--- src/rtl/regfile_seq_pkg.sv ---
// Shared definitions for the register-file operation sequencer: default widths,
// FSM states and ALU opcodes.
package regfile_seq_pkg;

  localparam int DEF_DATA_W = 2;
  localparam int DEF_ADDR_W = 1;
  localparam int DEF_CNT_W  = 8;

  typedef enum logic [1:0] {
    IDLE = 2'd0,
    READ = 2'd1,
    EXEC = 2'd2,
    WB   = 2'd3
  } state_e;

  localparam logic [2:0] OP_ADD = 3'b000;
  localparam logic [2:0] OP_SUB = 3'b001;
  localparam logic [2:0] OP_AND = 3'b010;
  localparam logic [2:0] OP_XOR = 3'b011;
  localparam logic [2:0] OP_LDI = 3'b100;

endpackage

--- src/rtl/alu_2op.sv ---
// Combinational two-operand ALU: ADD, SUB, AND, XOR and load-immediate.
// Opcodes 101-111 fall back to load-immediate.
module alu_2op
  import regfile_seq_pkg::*;
#(
  parameter int DATA_W = DEF_DATA_W
) (
  input  logic [2:0]        op,
  input  logic [DATA_W-1:0] a,
  input  logic [DATA_W-1:0] b,
  input  logic [DATA_W-1:0] imm,
  output logic [DATA_W-1:0] y,
  output logic              carry,
  output logic              zero
);

  logic [DATA_W:0] sum_s;
  logic [DATA_W:0] diff_s;

  // Widened add/subtract; the extra MSB is carry-out, or borrow (a < b) for subtract.
  always_comb begin
    sum_s  = {1'b0, a} + {1'b0, b};
    diff_s = {1'b0, a} - {1'b0, b};
  end

  // Opcode decode into result and carry/borrow flag.
  always_comb begin
    y     = {DATA_W{1'b0}};
    carry = 1'b0;
    case (op)
      OP_ADD: begin
        y     = sum_s[DATA_W-1:0];
        carry = sum_s[DATA_W];
      end
      OP_SUB: begin
        y     = diff_s[DATA_W-1:0];
        carry = diff_s[DATA_W];
      end
      OP_AND: begin
        y     = a & b;
        carry = 1'b0;
      end
      OP_XOR: begin
        y     = a ^ b;
        carry = 1'b0;
      end
      default: begin
        y     = imm;
        carry = 1'b0;
      end
    endcase
  end

  // Zero flag follows the truncated result.
  always_comb begin
    zero = (y == {DATA_W{1'b0}});
  end

endmodule

--- src/rtl/regfile_op_sequencer.sv ---
// Fixed four-cycle instruction sequencer (IDLE -> READ -> EXEC -> WB) driving a
// register RAM with one write port and two combinational read ports.
module regfile_op_sequencer
  import regfile_seq_pkg::*;
#(
  parameter int DATA_W = DEF_DATA_W,
  parameter int ADDR_W = DEF_ADDR_W,
  parameter int CNT_W  = DEF_CNT_W
) (
  input  logic              clk,
  input  logic              reset,
  input  logic              In_Valid,
  output logic              In_Ready,
  input  logic [2:0]        In_Op,
  input  logic [ADDR_W-1:0] In_Rs1,
  input  logic [ADDR_W-1:0] In_Rs2,
  input  logic [ADDR_W-1:0] In_Rd,
  input  logic [DATA_W-1:0] In_Imm,
  input  logic              In_WB,
  output logic [ADDR_W-1:0] Read_Address_1,
  output logic [ADDR_W-1:0] Read_Address_2,
  input  logic [DATA_W-1:0] Read_Data_1,
  input  logic [DATA_W-1:0] Read_Data_2,
  output logic              Write_Enable,
  output logic [ADDR_W-1:0] Write_Address,
  output logic [DATA_W-1:0] Write_Data,
  output logic [DATA_W-1:0] Result,
  output logic              Carry,
  output logic              Zero,
  output logic              Done,
  output logic [CNT_W-1:0]  Op_Count
);

  state_e state_r;
  state_e state_nxt_s;
  logic   accept_s;

  logic              ready_r;
  logic [2:0]        op_r;
  logic [ADDR_W-1:0] rd_r;
  logic [DATA_W-1:0] imm_r;
  logic              wb_r;
  logic [DATA_W-1:0] a_r;
  logic [DATA_W-1:0] b_r;

  logic [ADDR_W-1:0] rd_addr1_r;
  logic [ADDR_W-1:0] rd_addr2_r;
  logic              we_r;
  logic [ADDR_W-1:0] wr_addr_r;
  logic [DATA_W-1:0] wr_data_r;
  logic [DATA_W-1:0] result_r;
  logic              carry_r;
  logic              zero_r;
  logic              done_r;
  logic [CNT_W-1:0]  op_count_r;

  logic [DATA_W-1:0] alu_y_s;
  logic              alu_c_s;
  logic              alu_z_s;

  alu_2op #(
    .DATA_W(DATA_W)
  ) u_alu (
    .op   (op_r),
    .a    (a_r),
    .b    (b_r),
    .imm  (imm_r),
    .y    (alu_y_s),
    .carry(alu_c_s),
    .zero (alu_z_s)
  );

  // FSM state register.
  always_ff @(posedge clk or posedge reset) begin
    if (reset) begin
      state_r <= IDLE;
    end else begin
      state_r <= state_nxt_s;
    end
  end

  // Next-state logic; the walk is fixed with no stalls once an instruction is taken.
  always_comb begin
    state_nxt_s = state_r;
    accept_s    = 1'b0;
    case (state_r)
      IDLE: begin
        if (In_Valid && ready_r) begin
          accept_s    = 1'b1;
          state_nxt_s = READ;
        end else begin
          state_nxt_s = IDLE;
        end
      end
      READ:    state_nxt_s = EXEC;
      EXEC:    state_nxt_s = WB;
      WB:      state_nxt_s = IDLE;
      default: state_nxt_s = IDLE;
    endcase
  end

  // Ready is registered from the next state so it is high exactly while in IDLE.
  always_ff @(posedge clk or posedge reset) begin
    if (reset) begin
      ready_r <= 1'b1;
    end else begin
      ready_r <= (state_nxt_s == IDLE);
    end
  end

  // Instruction latch; read addresses are driven from here so the RAM is addressed during READ.
  always_ff @(posedge clk or posedge reset) begin
    if (reset) begin
      op_r       <= 3'b000;
      rd_r       <= {ADDR_W{1'b0}};
      imm_r      <= {DATA_W{1'b0}};
      wb_r       <= 1'b0;
      rd_addr1_r <= {ADDR_W{1'b0}};
      rd_addr2_r <= {ADDR_W{1'b0}};
    end else if (accept_s) begin
      op_r       <= In_Op;
      rd_r       <= In_Rd;
      imm_r      <= In_Imm;
      wb_r       <= In_WB;
      rd_addr1_r <= In_Rs1;
      rd_addr2_r <= In_Rs2;
    end
  end

  // Operand capture at the end of READ, before any writeback can disturb the RAM.
  always_ff @(posedge clk or posedge reset) begin
    if (reset) begin
      a_r <= {DATA_W{1'b0}};
      b_r <= {DATA_W{1'b0}};
    end else if (state_r == READ) begin
      a_r <= Read_Data_1;
      b_r <= Read_Data_2;
    end
  end

  // EXEC registers the result and stages the WB-cycle write; WB retires the operation.
  always_ff @(posedge clk or posedge reset) begin
    if (reset) begin
      result_r   <= {DATA_W{1'b0}};
      carry_r    <= 1'b0;
      zero_r     <= 1'b0;
      wr_addr_r  <= {ADDR_W{1'b0}};
      wr_data_r  <= {DATA_W{1'b0}};
      we_r       <= 1'b0;
      done_r     <= 1'b0;
      op_count_r <= {CNT_W{1'b0}};
    end else if (state_r == EXEC) begin
      result_r  <= alu_y_s;
      carry_r   <= alu_c_s;
      zero_r    <= alu_z_s;
      wr_addr_r <= rd_r;
      wr_data_r <= alu_y_s;
      we_r      <= wb_r;
      done_r    <= 1'b1;
    end else if (state_r == WB) begin
      we_r       <= 1'b0;
      done_r     <= 1'b0;
      op_count_r <= op_count_r + {{(CNT_W-1){1'b0}}, 1'b1};
    end
  end

  assign In_Ready       = ready_r;
  assign Read_Address_1 = rd_addr1_r;
  assign Read_Address_2 = rd_addr2_r;
  assign Write_Enable   = we_r;
  assign Write_Address  = wr_addr_r;
  assign Write_Data     = wr_data_r;
  assign Result         = result_r;
  assign Carry          = carry_r;
  assign Zero           = zero_r;
  assign Done           = done_r;
  assign Op_Count       = op_count_r;

endmodule

--- config.mk ---
export PLATFORM = sky130hd
export DESIGN_NAME = regfile_op_sequencer
export DESIGN_NICKNAME = d
export VERILOG_FILES = /design/src/rtl/regfile_seq_pkg.sv /design/src/rtl/alu_2op.sv /design/src/rtl/regfile_op_sequencer.sv
export SDC_FILE = /design/constraint.sdc
export NUM_CORES = 1
export LEC_CHECK = 0
export ABC_AREA = 1
export CORE_MARGIN = 3
export CORE_UTILIZATION = 23
export DETAILED_ROUTE_END_ITERATION = 12
export GPL_TIMING_DRIVEN = 0
export PLACE_DENSITY_LB_ADDON = 0.08
export SKIP_LAST_GASP = 1
export SYNTH_ARGS = -nofsm -noshare
export SYNTH_HDL_FRONTEND = slang
export SYNTH_SLANG_ARGS = --single-unit
--- constraint.sdc ---
create_clock -name clk -period 1.5 [get_ports clk]
set_input_delay 0.3 -clock clk [delete_from_list [all_inputs] [get_ports clk]]
set_output_delay 0.3 -clock clk [all_outputs]
set_load 0.01 [all_outputs]
# == After elaboration in Yosys (flattened, before gate mapping) ==
# Index checks and enable logic that the tools add are counted.
# word_totals
ff_bits,31
input_bits,16
# op_classes
add_sub_neg,3
eq_ne,6
n_mux,9
bitwise_logic,3
reduce_logical,7
# ops
operator,n
2-bit case mux with 4 select lines,2
"8-bit by 1-bit adder with 8-bit output, second input constant",1
"3-bit by 2-bit == test with 1-bit output, second input constant",2
2-bit zero test,3
1-bit 2-to-1 mux,6
"2-bit == test, second input constant",2
2-bit by 2-bit adder with 3-bit output,1
"3-bit by 1-bit == test with 1-bit output, second input constant",1
3-bit zero test,1
2-bit by 2-bit subtractor with 3-bit output,1
2-bit bitwise AND,1
"2-bit by 1-bit == test with 1-bit output, second input constant",1
1-bit case mux with 2 select lines,1
2-bit AND reduction,1
2-bit nonzero test,1
2-bit XOR,1
1-bit logical AND,1
1-bit inverter,1

# == Depth between registers and ports, before layout ==
# Gate-level depths: netlist of the first run.
# depth
word_depth,4
ltp_mapped,9
ltp_nobuf,9

# == Modules after synthesis ==
# Synthesis of the first run repeated with hierarchy kept, for this count alone.
# unflattened
cells_unflattened,162
area_unflattened_um2,1547.7
# modules_own_cells
module,instances,cells_each,area_per_inst_um2,seq_area_each_um2
regfile_op_sequencer,1,121,1311.3,777.0
alu_2op,1,41,236.5,0.0

# == Least setup slack after synthesis of the first run ==
# No wires, ideal clock.
# synth_timing
kind,reg2reg
start,register b_r[0]
end,register zero_r (netlist: Zero)
arrival_ns,1.347
setup_slack_ns,0.037
stages_incl_launch_ff,8
period_less_slack_ns,1.463
path_cell_list,dfrtp_1 -> ha_1 -> fa_1 -> nand3_1 -> nand3_1 -> nor2_1 -> nor2_1 -> nor2_1
# synth_between
elab_chain_len,3
word_cells_on_any_way,6
classes_between,2 x add/sub; 1 x mux; 2 x bitwise; 1 x reduce/logical
# synth_lines
element,line,text
from (decl),regfile_op_sequencer.sv:44,logic [DATA_W-1:0] b_r;
from (signal assigned),regfile_op_sequencer.sv:134,b_r <= {DATA_W{1'b0}};
from (signal assigned),regfile_op_sequencer.sv:137,b_r <= Read_Data_2;
2-bit by 2-bit subtractor with 3-bit output (tied with other cells),alu_2op.sv:23,"diff_s = {1'b0, a} - {1'b0, b};"
2-bit case mux with 4 select lines *,alu_2op.sv:30,case (op)
2-bit zero test *,alu_2op.sv:56,zero = (y == {DATA_W{1'b0}});
to (signal assigned),regfile_op_sequencer.sv:155,zero_r <= alu_z_s;
to (decl),regfile_op_sequencer.sv:53,logic zero_r;
# Every way passes the cells marked *; elsewhere a longest branch is shown, timed or not.
# A chain may end at the register's enable or synchronous reset.

# == Worst setup path in the final report of the first run ==
# Same ends and word-level chain as after synthesis.

==> results of run 1 <==
==> cell type report <==
cell class | instances | area (um^2) | area share (%)
flip-flops and latches | 31 | 777 | 36.5
multi-input cells | 88 | 628 | 29.5
repair buffers | 42 | 409 | 19.2
well taps | 75 | 93.8 | 4.41
clock buffers | 6 | 82.6 | 3.88
inverters | 18 | 75.1 | 3.53
clock inverters | 2 | 35.0 | 1.65
plain buffers | 3 | 26.3 | 1.24
==> stage by stage <==
step	power (W)	TNS (ns)	util [%]	area, um^2	worst slack, ns
floorplan	0.00245	0	-	1450	0.0371
global placement	0.00317	-10.23	31.5	1900	-0.303
detailed placement	0.00322	-10.59	31.5	1900	-0.313
CTS	0.00412	-0.167	34.1	2060	-0.0837
global route	0.00454	-0.397	35.3	2130	-0.186
finish	0.00417	-0.189	35.3	2130	-0.105
==> critical path, delay by kind of cell, from the launching register on <==
kind	cells	cell delay, ns
flip-flops	1	0.42
AND/OR/NAND/NOR	5	0.47
adder cells (fa/ha/maj)	2	0.66
==> synth_stat cells <==
master / n / area (um^2)
a21oi_1: 4 / 20.0
buf_2: 1 / 5.00
buf_4: 2 / 15.0
dfrtp_1: 30 / 751
dfstp_2: 1 / 26.3
fa_1: 2 / 40.0
ha_1: 9 / 113
inv_1: 18 / 67.6
mux2_2: 9 / 101
nand2_1: 26 / 97.6
nand2_2: 1 / 6.26
nand3_1: 10 / 50.1
nand4_1: 2 / 12.5
nor2_1: 9 / 33.8
nor2_2: 1 / 6.26
nor3b_2: 1 / 12.5
o21ai_0: 7 / 35.0
xnor2_1: 1 / 8.76
xor2_1: 6 / 52.6
==> kinds of logic (layout without fill, tap and decap cells) <==
kind of cell | count (synthesis) | after routing | synth area share (%)
AO/OA/AOI/OAI | 11 | 11 | 3.79
XOR/XNOR | 7 | 7 | 4.22
adder cells (fa/ha/maj) | 11 | 11 | 10.5
buffers and inverters | 21 | 71 | 6.02
flip-flops | 31 | 31 | 53.4
multiplexers | 9 | 9 | 6.97
AND/OR/NAND/NOR | 50 | 50 | 15.1
==> how the worst max path moves through the flow <==
stage,slack (ns),cells after the start,end
2_1_floorplan,0.04,7,Zero$_DFFE_PP0P_
3_3_place_gp,-0.30,2,Read_Address_1$_DFFE_PP0P_
3_5_place_dp,-0.31,2,Read_Address_1$_DFFE_PP0P_
4_1_cts,-0.08,6,Result[1]$_DFFE_PP0P_
5_1_grt,-0.19,7,Zero$_DFFE_PP0P_
6_report,-0.10,7,Zero$_DFFE_PP0P_
==> routing by layer <==
| layer | up-vias | track usage [%] | wire [um] |
|---|---|---|---|
| met5 | - | 0 | 0 |
| met4 | 0 | 6.04 | 84 |
| met3 | 8 | 2.88 | 215 |
| met2 | 43 | 15.3 | 1470 |
| met1 | 549 | 12.7 | 1520 |
| li1 | 536 | - | - |
==> flip-flops by register name (all words and copies together), names as in the netlist <==
| name | cells |
|---|---|
| Carry | 1 |
| Done | 1 |
| In_Ready | 1 |
| Op_Count | 8 |
| Read_Address_1 | 1 |
| Read_Address_2 | 1 |
| Result | 2 |
| Write_Address | 1 |
| Write_Enable | 1 |
| Zero | 1 |
| a_r | 2 |
| b_r | 2 |
| imm_r | 2 |
| op_r | 3 |
| rd_r | 1 |
| state_r | 2 |
| wb_r | 1 |
==> timing repair <==
item,4_1_cts,5_1_grt
resized for setup,18,16
setup endpoints to repair,26,17
gates cloned,0,0
pin swaps,1,0
setup buffers,5,2
==> power by group through the flow <==
stage          registers (W)  logic (W)  clock network (W)
6_report             0.00151    0.00179           0.000871
5_1_grt              0.00158    0.00203           0.000935
4_1_cts              0.00150    0.00172           0.000899
3_5_place_dp         0.00156    0.00166                  0
3_3_place_gp         0.00154    0.00163                  0
2_1_floorplan        0.00156   0.000886                  0
==> cell usage in the layout, fill, tap and decap left out, drive strengths merged, types with 2 or more instances in the layout <==
master	count
dlymetal6s2s	8
o21ai	7
clkdlybuf4s50	16
clkinvlp	2
clkbuf	6
buf	10
nand4	2
inv	16
nand3	10
a21oi	4
fa	2
ha	9
dlygate4sd2	11
nor2	10
mux2	9
xor2	6
nand2	27
dfrtp	30
==> results.toml, run 1 <==
[outcome]
status = "complete, but fails checks"
violations = "setup timing"

[clock_tree]
cts_tree = "yes"
cts-root-buf = "clkbuf_8"
cts_made_buffers = 5
cts_sinks = 31
clk_pin_slew_ns = 0.07
htree_num_levels = 2
cts_buffer_depth = 2
clk_latency_ns = 0.29
cts_hold_buf = 0

[floorplan]
rows = 28
start_util_pct = 24.1
io_pins = 36
core_um2 = 6030
die_w_um = 85.5
die_area_um2 = 7310
die_height_um = 85.5

[power]
p_sw_share_pct = 36.3
p_int_w = 0.00266
power_frac_clock_pct = 20.9
power_leakage_nw = 1.11
p_seq_share_pct = 36.3
combPwrFrac_pct = 42.8
p_switching_w = 0.00151
power.density_nw_per_um2 = 1960
peakVddDrop_v = 0.000657

[critical_path]
start_kind = "flip-flop"
crit_type = "reg2reg"
crit_start = "b_r[0]$_DFFE_PP0N_"
r2r-end = "Zero$_DFFE_PP0P_"
slowest_stage = "fa_1"
cp.required_ns = 1.72
path_cells = "ha_2 -> fa_1 -> nand3_1 -> nand3_1 -> nor2_2 -> nor2_1 -> nor2_1"
cp.arrival_ns = 1.82
r2r.worst_path.cells = 7
worstPathMaxFanout = 3
r2r-start = "b_r[0]$_DFFE_PP0N_"
r2r_slack_ns = -0.10
end_kind = "flip-flop"
worst_path_largest_cell_delay_ns = 0.44

[timing]
hold_viol = 0
layout_setup_ws_ns = -0.105
holdWs_ns = 0.467
drv_slew = 0
setup_viol = 2
max_slew_margin_pct = 54.2
max_freq_mhz = 623
rsz0062_at_grt = "yes"
fin_crit_sh_pct = 107
fin_crit_ns = 1.60
tightest_slew_ns = 0.686
skew_ns = 0.00623

[hold_path]
worstHoldPathType = "in2async"

[yosys]
yosysWarnings = 0
ys_types = 19
avgSynthCellArea_um2 = 10.4
synth_nets = 167
synth_seq_area_share_pct = 53.4
syn-cell-area_um2 = 1450
synthCells = 140
synth_seq_cells = 31

[global_route]
grt_use_total_pct = 10.1
grt_max_degree = 32
grt_first_pass_wirelength_um = 5580
grt_pass1_vias = 1200
antenna_found_initial = 0
grt_overflow = 0

[cells_and_area]
final_nets = 216
drive_gt1_share_pct = 21.1
num_antenna_cells = 0
area_delta_synth_final_pct = 46.3
fillers = 619
fin_cells = 265

[drt]
finalWirelength_um = 3290
drt_pass1_iterations = 4
drcViolationCount = 0
wire_per_inst_um = 12.4
num_vias = 1136
via_per_inst = 4.29
ant_nets = 0
drt_iter0_drc = 38

[place]
dp.cells = 250
place.port_buffers = 35
dpl.hpwl_um = 2360
gp_congestion = 0.784

[job]
cap_violations = 0
Power figures use the tool's default switching activity.
==> inputs of run 2 (changes only) <==
--- a/config.mk
+++ b/config.mk
@@ -6,6 +6,8 @@
 export NUM_CORES = 1
 export LEC_CHECK = 0
 export ABC_AREA = 1
+export CELL_PAD_IN_SITES_DETAIL_PLACEMENT = 2
+export CELL_PAD_IN_SITES_GLOBAL_PLACEMENT = 2
 export CORE_MARGIN = 3
 export CORE_UTILIZATION = 23
 export DETAILED_ROUTE_END_ITERATION = 12
==> run 2 against run 1 <==
Compared with the run above: the run still ends with setup timing left; first-iteration DRC count decreased by 11%; final area decreased by 0.35%; setup slack got worse by 0.046 ns; clock power decreased by 23%; count of clock-buffer cells in the layout increased by 1; sequential power increased by 3%; flip-flop and latch count unchanged; combinational power increased by 5%; final cell count increased by 0.38%; critical path type unchanged; largest cell class unchanged.
==> results.toml, run 2 (synthesis gave the netlist of run 1 again) <==
[cells_and_area]
fillers = 682
mostFrequentLayoutCell = "dfrtp_1"
final_nets = 217
fin_cells = 266
post-route-util_pct = 35.2
postLayoutCellArea_um2 = 2120
largest_reg_flops = 8
layout_common_cells = "dfrtp_1 (27), nand2_1 (26), clkdlybuf4s50_1 (16)"
drive_gt1_share_pct = 23.0
area_delta_synth_final_pct = 45.8
num_antenna_cells = 0

[clock_tree]
cts_tree = "yes"
cts_sinks = 31
clk_pin_slew_ns = 0.07
cts-root-buf = "clkbuf_8"
clk_latency_ns = 0.27
cts_buffer_depth = 2
htree_num_levels = 2
cts_made_buffers = 5

[timing]
max_slew_margin_pct = 54.6
layout_setup_ws_ns = -0.150
hold_viol = 0
skew_ns = 0.00610
rsz0062_at_grt = "yes"
fin_crit_sh_pct = 110
fin_crit_ns = 1.65
setup_viol = 2
max_freq_mhz = 606
tightest_slew_ns = 0.680
drv_slew = 0

[critical_path]
r2r-start = "b_r[0]$_DFFE_PP0N_"
r2r_slack_ns = -0.15
cp.arrival_ns = 1.86
r2r.worst_path.cells = 7
worstPathMaxFanout = 3
crit_type = "reg2reg"
slowest_stage = "dfrtp_1"
worst_path_largest_cell_delay_ns = 0.44
r2r-end = "Zero$_DFFE_PP0P_"
end_kind = "flip-flop"
path_cells = "ha_2 -> fa_1 -> nand3_1 -> nand3_1 -> nor2_2 -> nor2_1 -> nor2_1"
start_kind = "flip-flop"
cp.required_ns = 1.71

[job]
cap_violations = 0

[drt]
drt_pass1_iterations = 3
drt_iter0_drc = 34
wire_per_inst_um = 14.0
via_per_inst = 4.17
ant_nets = 0
drcViolationCount = 0
finalWirelength_um = 3740
num_vias = 1109

[floorplan]
die_height_um = 85.5
die_w_um = 85.5
die_area_um2 = 7310
rows = 28
start_util_pct = 24.1
io_pins = 36
core_um2 = 6030

[place]
dpl.hpwl_um = 2800
gp_congestion = 0.710
dp.cells = 250
place.port_buffers = 35
postPlaceCellArea_um2 = 1900
place_ws_ns = -0.317

[power]
power_leakage_nw = 1.07
p_total_w = 0.00410
peakVddDrop_v = 0.000771
power.density_nw_per_um2 = 1930

[global_route]
grt_use_total_pct = 11.1
grt_pass1_vias = 1262
antenna_found_initial = 0
grt_overflow = 0
grt_first_pass_wirelength_um = 6240
grt_max_degree = 32

[outcome]
violations = "setup timing"
status = "complete, but fails checks"

[hold_path]
worstHoldPathType = "in2async"
-- run 2: changes by cell type in the layout (fill, tap and decap cells not counted), sizes merged --
cell | previous run | this run
dlymetal6s2s | 8 | 5
clkbuf | 6 | 7
buf | 10 | 11
bufinv | 1 | 0
dlygate4sd2 | 11 | 14
-- run 2: layer usage --
layer | part of all wire [%] | global-route usage (%) | routed length, um
met2 | 52 | 18.2 | 1930
met4 | 0.64 | 3.88 | 24
met5 | 0 | 0 | 0
met3 | 4.6 | 3.36 | 170
met1 | 43 | 13.8 | 1610
-- run 2: worst max-delay path: cells and delay by family (launching register included) --
| kind | cells | cell delay [ns] |
|---|---|---|
| AND/OR/NAND/NOR | 5 | 0.48 |
| flip-flops | 1 | 0.44 |
| adder cells (fa/ha/maj) | 2 | 0.66 |
-- run 2: cell type report --
class	count	area, um^2	area share, %
Inverter	18	75.1	3.54
Clock inverter	1	5.00	0.236
Multi-Input combinational cell	88	643	30.3
Clock buffer	7	86.3	4.07
Sequential cell	31	781	36.8
Buffer	3	30.0	1.42
Timing Repair Buffer	43	405	19.1
Tap cell	75	93.8	4.43
-- run 2: worst max-delay path by stage --
stage / start / end / slack [ns] / depth (start not counted)
floorplan: b_r[0]$_DFFE_PP0N_ / Zero$_DFFE_PP0P_ / 0.04 / 7
global placement: reset / state_r[0]$_DFF_PP0_ / -0.28 / 2
detailed placement: reset / state_r[0]$_DFF_PP0_ / -0.32 / 2
CTS: a_r[0]$_DFFE_PP0N_ / Zero$_DFFE_PP0P_ / -0.14 / 9
global route: b_r[0]$_DFFE_PP0N_ / Zero$_DFFE_PP0P_ / -0.26 / 7
finish: b_r[0]$_DFFE_PP0N_ / Zero$_DFFE_PP0P_ / -0.15 / 7
-- run 2: report_power, final --
| part | internal (W) | switching, W |
|---|---|---|
| Sequential | 0.00122 | 0.000332 |
| Combinational | 0.000963 | 0.000913 |
| Clock | 0.000370 | 0.000300 |
-- run 2: stage by stage --
stage | hold WS, ns | setup TNS (ns)
3_5_place_dp | 0.479 | -10.48
6_report | 0.466 | -0.267
3_3_place_gp | 0.455 | -9.21
2_1_floorplan | 0.403 | 0
5_1_grt | 0.518 | -0.482
4_1_cts | 0.497 | -0.321
-- run 2: what timing repair did --
item                                   CTS  global route
setup endpoints to repair               54            17
pin swaps                                0             5
endpoints found under the hold margin    0             0
gates cloned                             0             0
resized for setup                       21            21
hold buffers                             0             0
setup buffers                            2             6
